--- config.mk ---
export PLATFORM = sky130hd
export DESIGN_NAME = wb_regfile_flat
export DESIGN_NICKNAME = d
export VERILOG_FILES = /design/src/rtl/riscv_pkg.sv /design/src/rtl/wb_regfile_if.sv /design/src/rtl/result_mux3.sv /design/src/rtl/wb_regfile.sv /design/src/flat_wrapper.sv
export SDC_FILE = /design/constraint.sdc
export NUM_CORES = 2
export LEC_CHECK = 0
export CORE_ASPECT_RATIO = 0.9
export CORE_MARGIN = 8
export CORE_UTILIZATION = 30
export DETAILED_ROUTE_END_ITERATION = 12
export GPL_TIMING_DRIVEN = 0
export HOLD_SLACK_MARGIN = 0.02
export PLACE_DENSITY = 0.55
export SLEW_MARGIN = 20
export SYNTH_ARGS = -nofsm -noshare
export SYNTH_HDL_FRONTEND = slang
export SYNTH_SLANG_ARGS = --single-unit
--- constraint.sdc ---
create_clock -name clk -period 4 [get_ports clk]
set_input_delay 1.2 -clock clk [delete_from_list [all_inputs] [get_ports clk]]
set_output_delay 1.2 -clock clk [all_outputs]
set_load 0.005 [all_outputs]
--- src/rtl/riscv_pkg.sv ---
// Shared core definitions: architectural widths and the write-back source encoding.
package riscv_pkg;

    localparam int XLEN  = 32;
    localparam int NREGS = 32;

    typedef enum logic [1:0] {
        RES_ALU = 2'b00,
        RES_MEM = 2'b01,
        RES_PC4 = 2'b10
    } result_src_e;

endpackage

--- src/rtl/wb_regfile_if.sv ---
// Write-back bundle from MEM/WB plus the decode read ports of the integer register file.
interface wb_regfile_if #(
    parameter int XLEN = riscv_pkg::XLEN,
    parameter int AW   = $clog2(riscv_pkg::NREGS)
);
    // No backpressure: every cycle the bundle is present, and RegWriteW alone qualifies a commit.
    logic [XLEN-1:0] ALUResultW;
    logic [XLEN-1:0] ReadDataW;
    logic [XLEN-1:0] PCPlus4W;
    logic [AW-1:0]   RdW;
    logic            RegWriteW;
    logic [1:0]      ResultSrcW;
    logic [AW-1:0]   A1;
    logic [AW-1:0]   A2;
    logic [XLEN-1:0] RD1;
    logic [XLEN-1:0] RD2;
    logic [XLEN-1:0] ResultW;
    logic [31:0]     WrCount;

    modport master (
        output ALUResultW, ReadDataW, PCPlus4W, RdW, RegWriteW, ResultSrcW, A1, A2,
        input  RD1, RD2, ResultW, WrCount
    );

    modport slave (
        input  ALUResultW, ReadDataW, PCPlus4W, RdW, RegWriteW, ResultSrcW, A1, A2,
        output RD1, RD2, ResultW, WrCount
    );
endinterface

--- src/rtl/result_mux3.sv ---
// Write-back source select: ALU result, load data or link value; the reserved code yields zero.
module result_mux3
    import riscv_pkg::*;
#(
    parameter int W = XLEN
) (
    input  logic [1:0]   sel,
    input  logic [W-1:0] in_alu,
    input  logic [W-1:0] in_mem,
    input  logic [W-1:0] in_pc4,
    output logic [W-1:0] out
);
    always_comb begin
        out = '0;
        case (sel)
            RES_ALU: out = in_alu;
            RES_MEM: out = in_mem;
            RES_PC4: out = in_pc4;
            default: out = '0;
        endcase
    end
endmodule

--- src/rtl/wb_regfile.sv ---
// Write-back stage: selects ResultW, commits it to the integer register file and
// serves two decode read ports with write-through bypass of the in-flight commit.
module wb_regfile #(
    parameter int XLEN  = riscv_pkg::XLEN,
    parameter int NREGS = riscv_pkg::NREGS
) (
    input  logic         clk,
    input  logic         reset,
    wb_regfile_if.slave  bus
);
    localparam int AW = $clog2(NREGS);

    logic [XLEN-1:0] regs [NREGS];
    logic [XLEN-1:0] result;
    logic [31:0]     wr_count;
    logic            commit;

    result_mux3 #(.W(XLEN)) u_result_mux (
        .sel    (bus.ResultSrcW),
        .in_alu (bus.ALUResultW),
        .in_mem (bus.ReadDataW),
        .in_pc4 (bus.PCPlus4W),
        .out    (result)
    );

    // Gating on reset also disables the bypass while reset is held.
    assign commit = reset && bus.RegWriteW && (bus.RdW != '0);

    always_ff @(posedge clk or negedge reset) begin
        if (!reset) begin
            for (int i = 0; i < NREGS; i++) begin
                regs[i] <= '0;
            end
            wr_count <= '0;
        end else begin
            if (commit) begin
                regs[bus.RdW] <= result;
            end
            // Writes to x0 still retire as write-class instructions.
            if (bus.RegWriteW) begin
                wr_count <= wr_count + 32'd1;
            end
        end
    end

    function automatic logic [XLEN-1:0] read_port(input logic [AW-1:0] addr);
        if (addr == '0) begin
            return '0;
        end else if (commit && (addr == bus.RdW)) begin
            return result;
        end else begin
            return regs[addr];
        end
    endfunction

    always_comb begin
        bus.RD1 = read_port(bus.A1);
        bus.RD2 = read_port(bus.A2);
    end

    assign bus.ResultW = result;
    assign bus.WrCount = wr_count;
endmodule

--- src/flat_wrapper.sv ---
// flat-port wrapper written by rule: the top's interface ports become plain ports
module wb_regfile_flat 
#(
    parameter int XLEN  = riscv_pkg::XLEN,
    parameter int NREGS = riscv_pkg::NREGS
)
  (clk, reset, bus_ALUResultW, bus_ReadDataW, bus_PCPlus4W, bus_RdW, bus_RegWriteW, bus_ResultSrcW, bus_A1, bus_A2, bus_RD1, bus_RD2, bus_ResultW, bus_WrCount);
  wb_regfile_if #(.XLEN(XLEN), .AW(5)) bus_i ();
  input  logic clk;
  input  logic reset;
  input wire logic [$bits(bus_i.ALUResultW)-1:0] bus_ALUResultW;
  input wire logic [$bits(bus_i.ReadDataW)-1:0] bus_ReadDataW;
  input wire logic [$bits(bus_i.PCPlus4W)-1:0] bus_PCPlus4W;
  input wire logic [$bits(bus_i.RdW)-1:0] bus_RdW;
  input wire logic [$bits(bus_i.RegWriteW)-1:0] bus_RegWriteW;
  input wire logic [$bits(bus_i.ResultSrcW)-1:0] bus_ResultSrcW;
  input wire logic [$bits(bus_i.A1)-1:0] bus_A1;
  input wire logic [$bits(bus_i.A2)-1:0] bus_A2;
  output wire logic [$bits(bus_i.RD1)-1:0] bus_RD1;
  output wire logic [$bits(bus_i.RD2)-1:0] bus_RD2;
  output wire logic [$bits(bus_i.ResultW)-1:0] bus_ResultW;
  output wire logic [$bits(bus_i.WrCount)-1:0] bus_WrCount;
  assign bus_i.ALUResultW = bus_ALUResultW;
  assign bus_i.ReadDataW = bus_ReadDataW;
  assign bus_i.PCPlus4W = bus_PCPlus4W;
  assign bus_i.RdW = bus_RdW;
  assign bus_i.RegWriteW = bus_RegWriteW;
  assign bus_i.ResultSrcW = bus_ResultSrcW;
  assign bus_i.A1 = bus_A1;
  assign bus_i.A2 = bus_A2;
  assign bus_RD1 = bus_i.RD1;
  assign bus_RD2 = bus_i.RD2;
  assign bus_ResultW = bus_i.ResultW;
  assign bus_WrCount = bus_i.WrCount;
  wb_regfile #(.XLEN(XLEN), .NREGS(NREGS)) u_core (.clk(clk), .reset(reset), .bus(bus_i));
endmodule
==> metrics.cfg <==
[drt]
postRouteAntennaNets = 0
avgViaCountPerCell = 6.58
wl_per_cell_um = 42.3
route.final.wire_length_um = 355000
num_vias = 55200
drc = 0
drt_iter0_markers = 10100
drtPass1Iterations = 8

[timing]
post-route-period-util = 1.20
worst_pin_slew_ns = 1.41
slew_headroom = 0.0621
fmax_mhz = 208
rsz0062_at_grt = true
timing_hold_violations_final = 0
min_period_ns = 4.82
drv_slew = 0
fin_ws_ns = -0.819
fin_skew_ns = 0.00699
setup_viol = 70

[clock_tree]
h-tree-depth = 3
cts_sinks = 1056
cts_tree = done
clk-insertion-delay-late_ns = 0.80
cts_hold_buffers = 0
clk_pin_slew_ns = 0.06
cts-root-buf = clkbuf_16
cts_made_buffers = 119
clk_path_buf_depth = 3

[worst_setup_path]
cp_num_buf_inv = 7
crit_path_end_kind = output pin
start_kind = input pin
crit_chain = buf_4 > buf_12 > buf_4 > buf_12 > nand2_2 > clkbuf_4 > buf_16 > o211ai_1 > a21oi_2 > o22ai_4 > buf_2
critPathLaunch = bus_A1[2]
slowest_delay_ns = 0.53
worstPathRequired_ns = 2.80
critPathKind = input pin to output pin
slowest_stage = o211ai_1
rr_startpoint = u_core.bus.WrCount[0]
crit_family = buffers and inverters
cp_max_fo = 12
arrival_ns = 3.62

[synth]
ys_ff_latch = 1056
netlist.area_leader.share = 0.477
synthesis.area_um2 = 55400
synth_top_area_cell = dfrtp_1
syn_avg_cell_area_um2 = 11.1
ys_types = 62
ys.flop_type = dfrtp_1
syn_inst = 4981
seq_area_frac_synth = 0.477
async_reset_ff_frac = 1.00
synthTopCellsByArea = dfrtp_1 48%, mux4_2 20%, a21oi_1 5.7%, mux2i_1 5.1%, nor2_1 4.4%
synth_edf_count = 0
ys_warn_count = 0
synth_nets = 5098

[finish]
layout.nets = 5959
drive_gt1_frac = 0.322
postLayoutCellArea_um2 = 77400
num-fill-cells = 17200
syn2layout_area_growth_pct = 39.7
final_util = 0.422
layoutNonFillerInstCount = 8393

[grt]
grt_first_pass_wirelength_um = 464000
gr-total-overflow = 0
grtUsageTotal = 0.344
grt_pass1_vias = 51600
grt_max_degree = 141
antenna_found_initial = 34

[place]
dp_hpwl_um = 226000
placed_cell_area_um2 = 62100
globalplace.congestion = 1.07
place_inst = 7667
port_buffers = 233
pre_cts_ws_ns = -3.46

[min_path]
hold_path_class = input pin to async pin

[job]
drv_cap = 0

[outcome]
violations = negative setup slack
status = finished, violations left

[floorplanning]
coreArea_um2 = 183000
dieArea_um2 = 199000
fp.dieH_um = 424
initial_core_util = 0.302
std_cell_rows = 149
die_w_um = 469
ios = 244

[pwr]
power_leakage_nw = 32.6
powerDensity_nw_per_um2 = 451
irDropWorstVdd_mv = 0.361
total_power_mw = 34.9

[synth_stat cells, drive strengths merged, types with 4 or more instances]
| master | number |
|---|---|
| nor2b | 7 |
| nand3 | 31 |
| a221oi | 57 |
| nor3 | 13 |
| nor2 | 654 |
| nand4 | 7 |
| or3 | 5 |
| a21o | 4 |
| xnor2 | 33 |
| o21ai | 447 |
| nor3b | 4 |
| inv | 41 |
| a221o | 20 |
| xor2 | 7 |
| o32ai | 5 |
| nand2 | 463 |
| clkbuf | 363 |
| a21oi | 629 |
| o31ai | 11 |
| mux2i | 280 |
| o221ai | 9 |
| buf | 173 |
| o21a | 6 |
| dfrtp | 1056 |
| mux4 | 489 |
| o22ai | 40 |
| mux2 | 10 |
| a211oi | 36 |
| nand2b | 4 |
| nand4b | 4 |
| o31a | 6 |
| and3 | 9 |
| o211ai | 13 |
| a22oi | 14 |
[flip-flops by register name, summed over array words and instances, names as in the netlist]
register / cells
u_core.bus.WrCount: 32
u_core.regs: 1024
[cell type report]
class                           instances  area (um2)  area share
Multi-Input combinational cell       3347       29400       0.380
Antenna cell                           33        82.6     0.00107
Inverter                               42         199     0.00257
Tap cell                             2416        3020      0.0391
Buffer                                523        5360      0.0692
Clock inverter                         42         542     0.00700
Sequential cell                      1056       26400       0.341
Timing Repair Buffer                  753        8800       0.114
Clock buffer                          181        3540      0.0458
[kinds of logic after synthesis]
group | count (synthesis) | share of synthesized area
AOI/OAI and AO/OA | 1310 | 0.132
and+or+nand+nor | 1217 | 0.0870
DFF | 1056 | 0.477
muxes | 779 | 0.251
buffers and inverters | 578 | 0.0462
xor gates and xnor gates | 40 | 0.00632
adders and majority gates | 1 | 0.000226
[timing repair]
| action | CTS | global route |
|---|---|---|
| resized for setup | 1464 | 221 |
| gates cloned | 23 | 7 |
| setup endpoints to repair | 96 | 84 |
| pin swaps | 158 | 117 |
| setup buffers | 343 | 123 |
[worst paths after layout]
path | slack, ns | cells after the start | endpoint
worst max-delay path | -0.82 | 11 | bus_RD1[18]
worst min-delay path | 0.21 | 1 | u_core.bus.WrCount[23]
worst max register to register | 1.78 | 7 | u_core.bus.WrCount[30]
worst min register to register | 0.48 | 1 | u_core.regs[1001]
max in group asynchronous | 1.69 | 5 | u_core.regs[562]
min in group clk | 0.48 | 1 | u_core.regs[1001]
[routing by layer]
metal | vias up | GRT usage | part of all wire
met1 | 28000 | 0.381 | 0.32
met4 | 24 | 0.297 | 0.12
met2 | 5501 | 0.450 | 0.38
met5 | - | 0.00953 | 0.0020
met3 | 1771 | 0.220 | 0.17
li1 | 20000 | - | -
[worst reg2reg max path, cell delays in order, from the launching register on]
cell	delay, ns
dfrtp_1	0.45
ha_1	0.23
nand3_1	0.12
nor2_1	0.42
and3_1	0.23
clkbuf_1	0.33
nand4_1	0.18
xnor2_1	0.15
[layout by cell type, fill, tap and decap left out, types with 27 or more instances in the layout]
| cell | synthesis | final |
|---|---|---|
| a221oi_2 | 0 | 38 |
| buf_6 | 14 | 96 |
| nand2_1 | 462 | 455 |
| xnor2_1 | 33 | 30 |
| buf_2 | 78 | 85 |
| o22ai_4 | 0 | 27 |
| clkbuf_8 | 0 | 55 |
| nor2_1 | 654 | 627 |
| a21oi_1 | 629 | 585 |
| buf_12 | 0 | 159 |
| mux2i_4 | 0 | 39 |
| buf_8 | 4 | 32 |
| diode_2 | 0 | 33 |
| clkbuf_2 | 1 | 31 |
| clkbuf_16 | 0 | 160 |
| buf_4 | 37 | 267 |
| clkdlybuf4s50_1 | 0 | 132 |
| clkbuf_1 | 362 | 279 |
| a21oi_4 | 0 | 35 |
| mux4_2 | 489 | 489 |
| buf_16 | 0 | 99 |
| o21ai_0 | 444 | 424 |
| dfrtp_1 | 1056 | 1056 |
| mux2i_2 | 0 | 31 |
| mux2i_1 | 280 | 210 |
[power by group]
part / internal (mW) / total, mW / switching (mW)
Clock: 6.73 / 11.9 / 5.13
Combinational: 4.29 / 9.33 / 5.04
Sequential: 12.3 / 13.7 / 1.38
Total: 23.3 / 34.9 / 11.6
[through the flow]
stage               hold WS, ns  setup TNS (ns)
floorplan                 0.441         -0.0121
global placement          0.454               -
detailed placement        0.465         -519.84
CTS                       0.229          -36.68
global route              0.204          -38.60
finish                    0.215          -39.94
(Power assumes the default switching activity.)
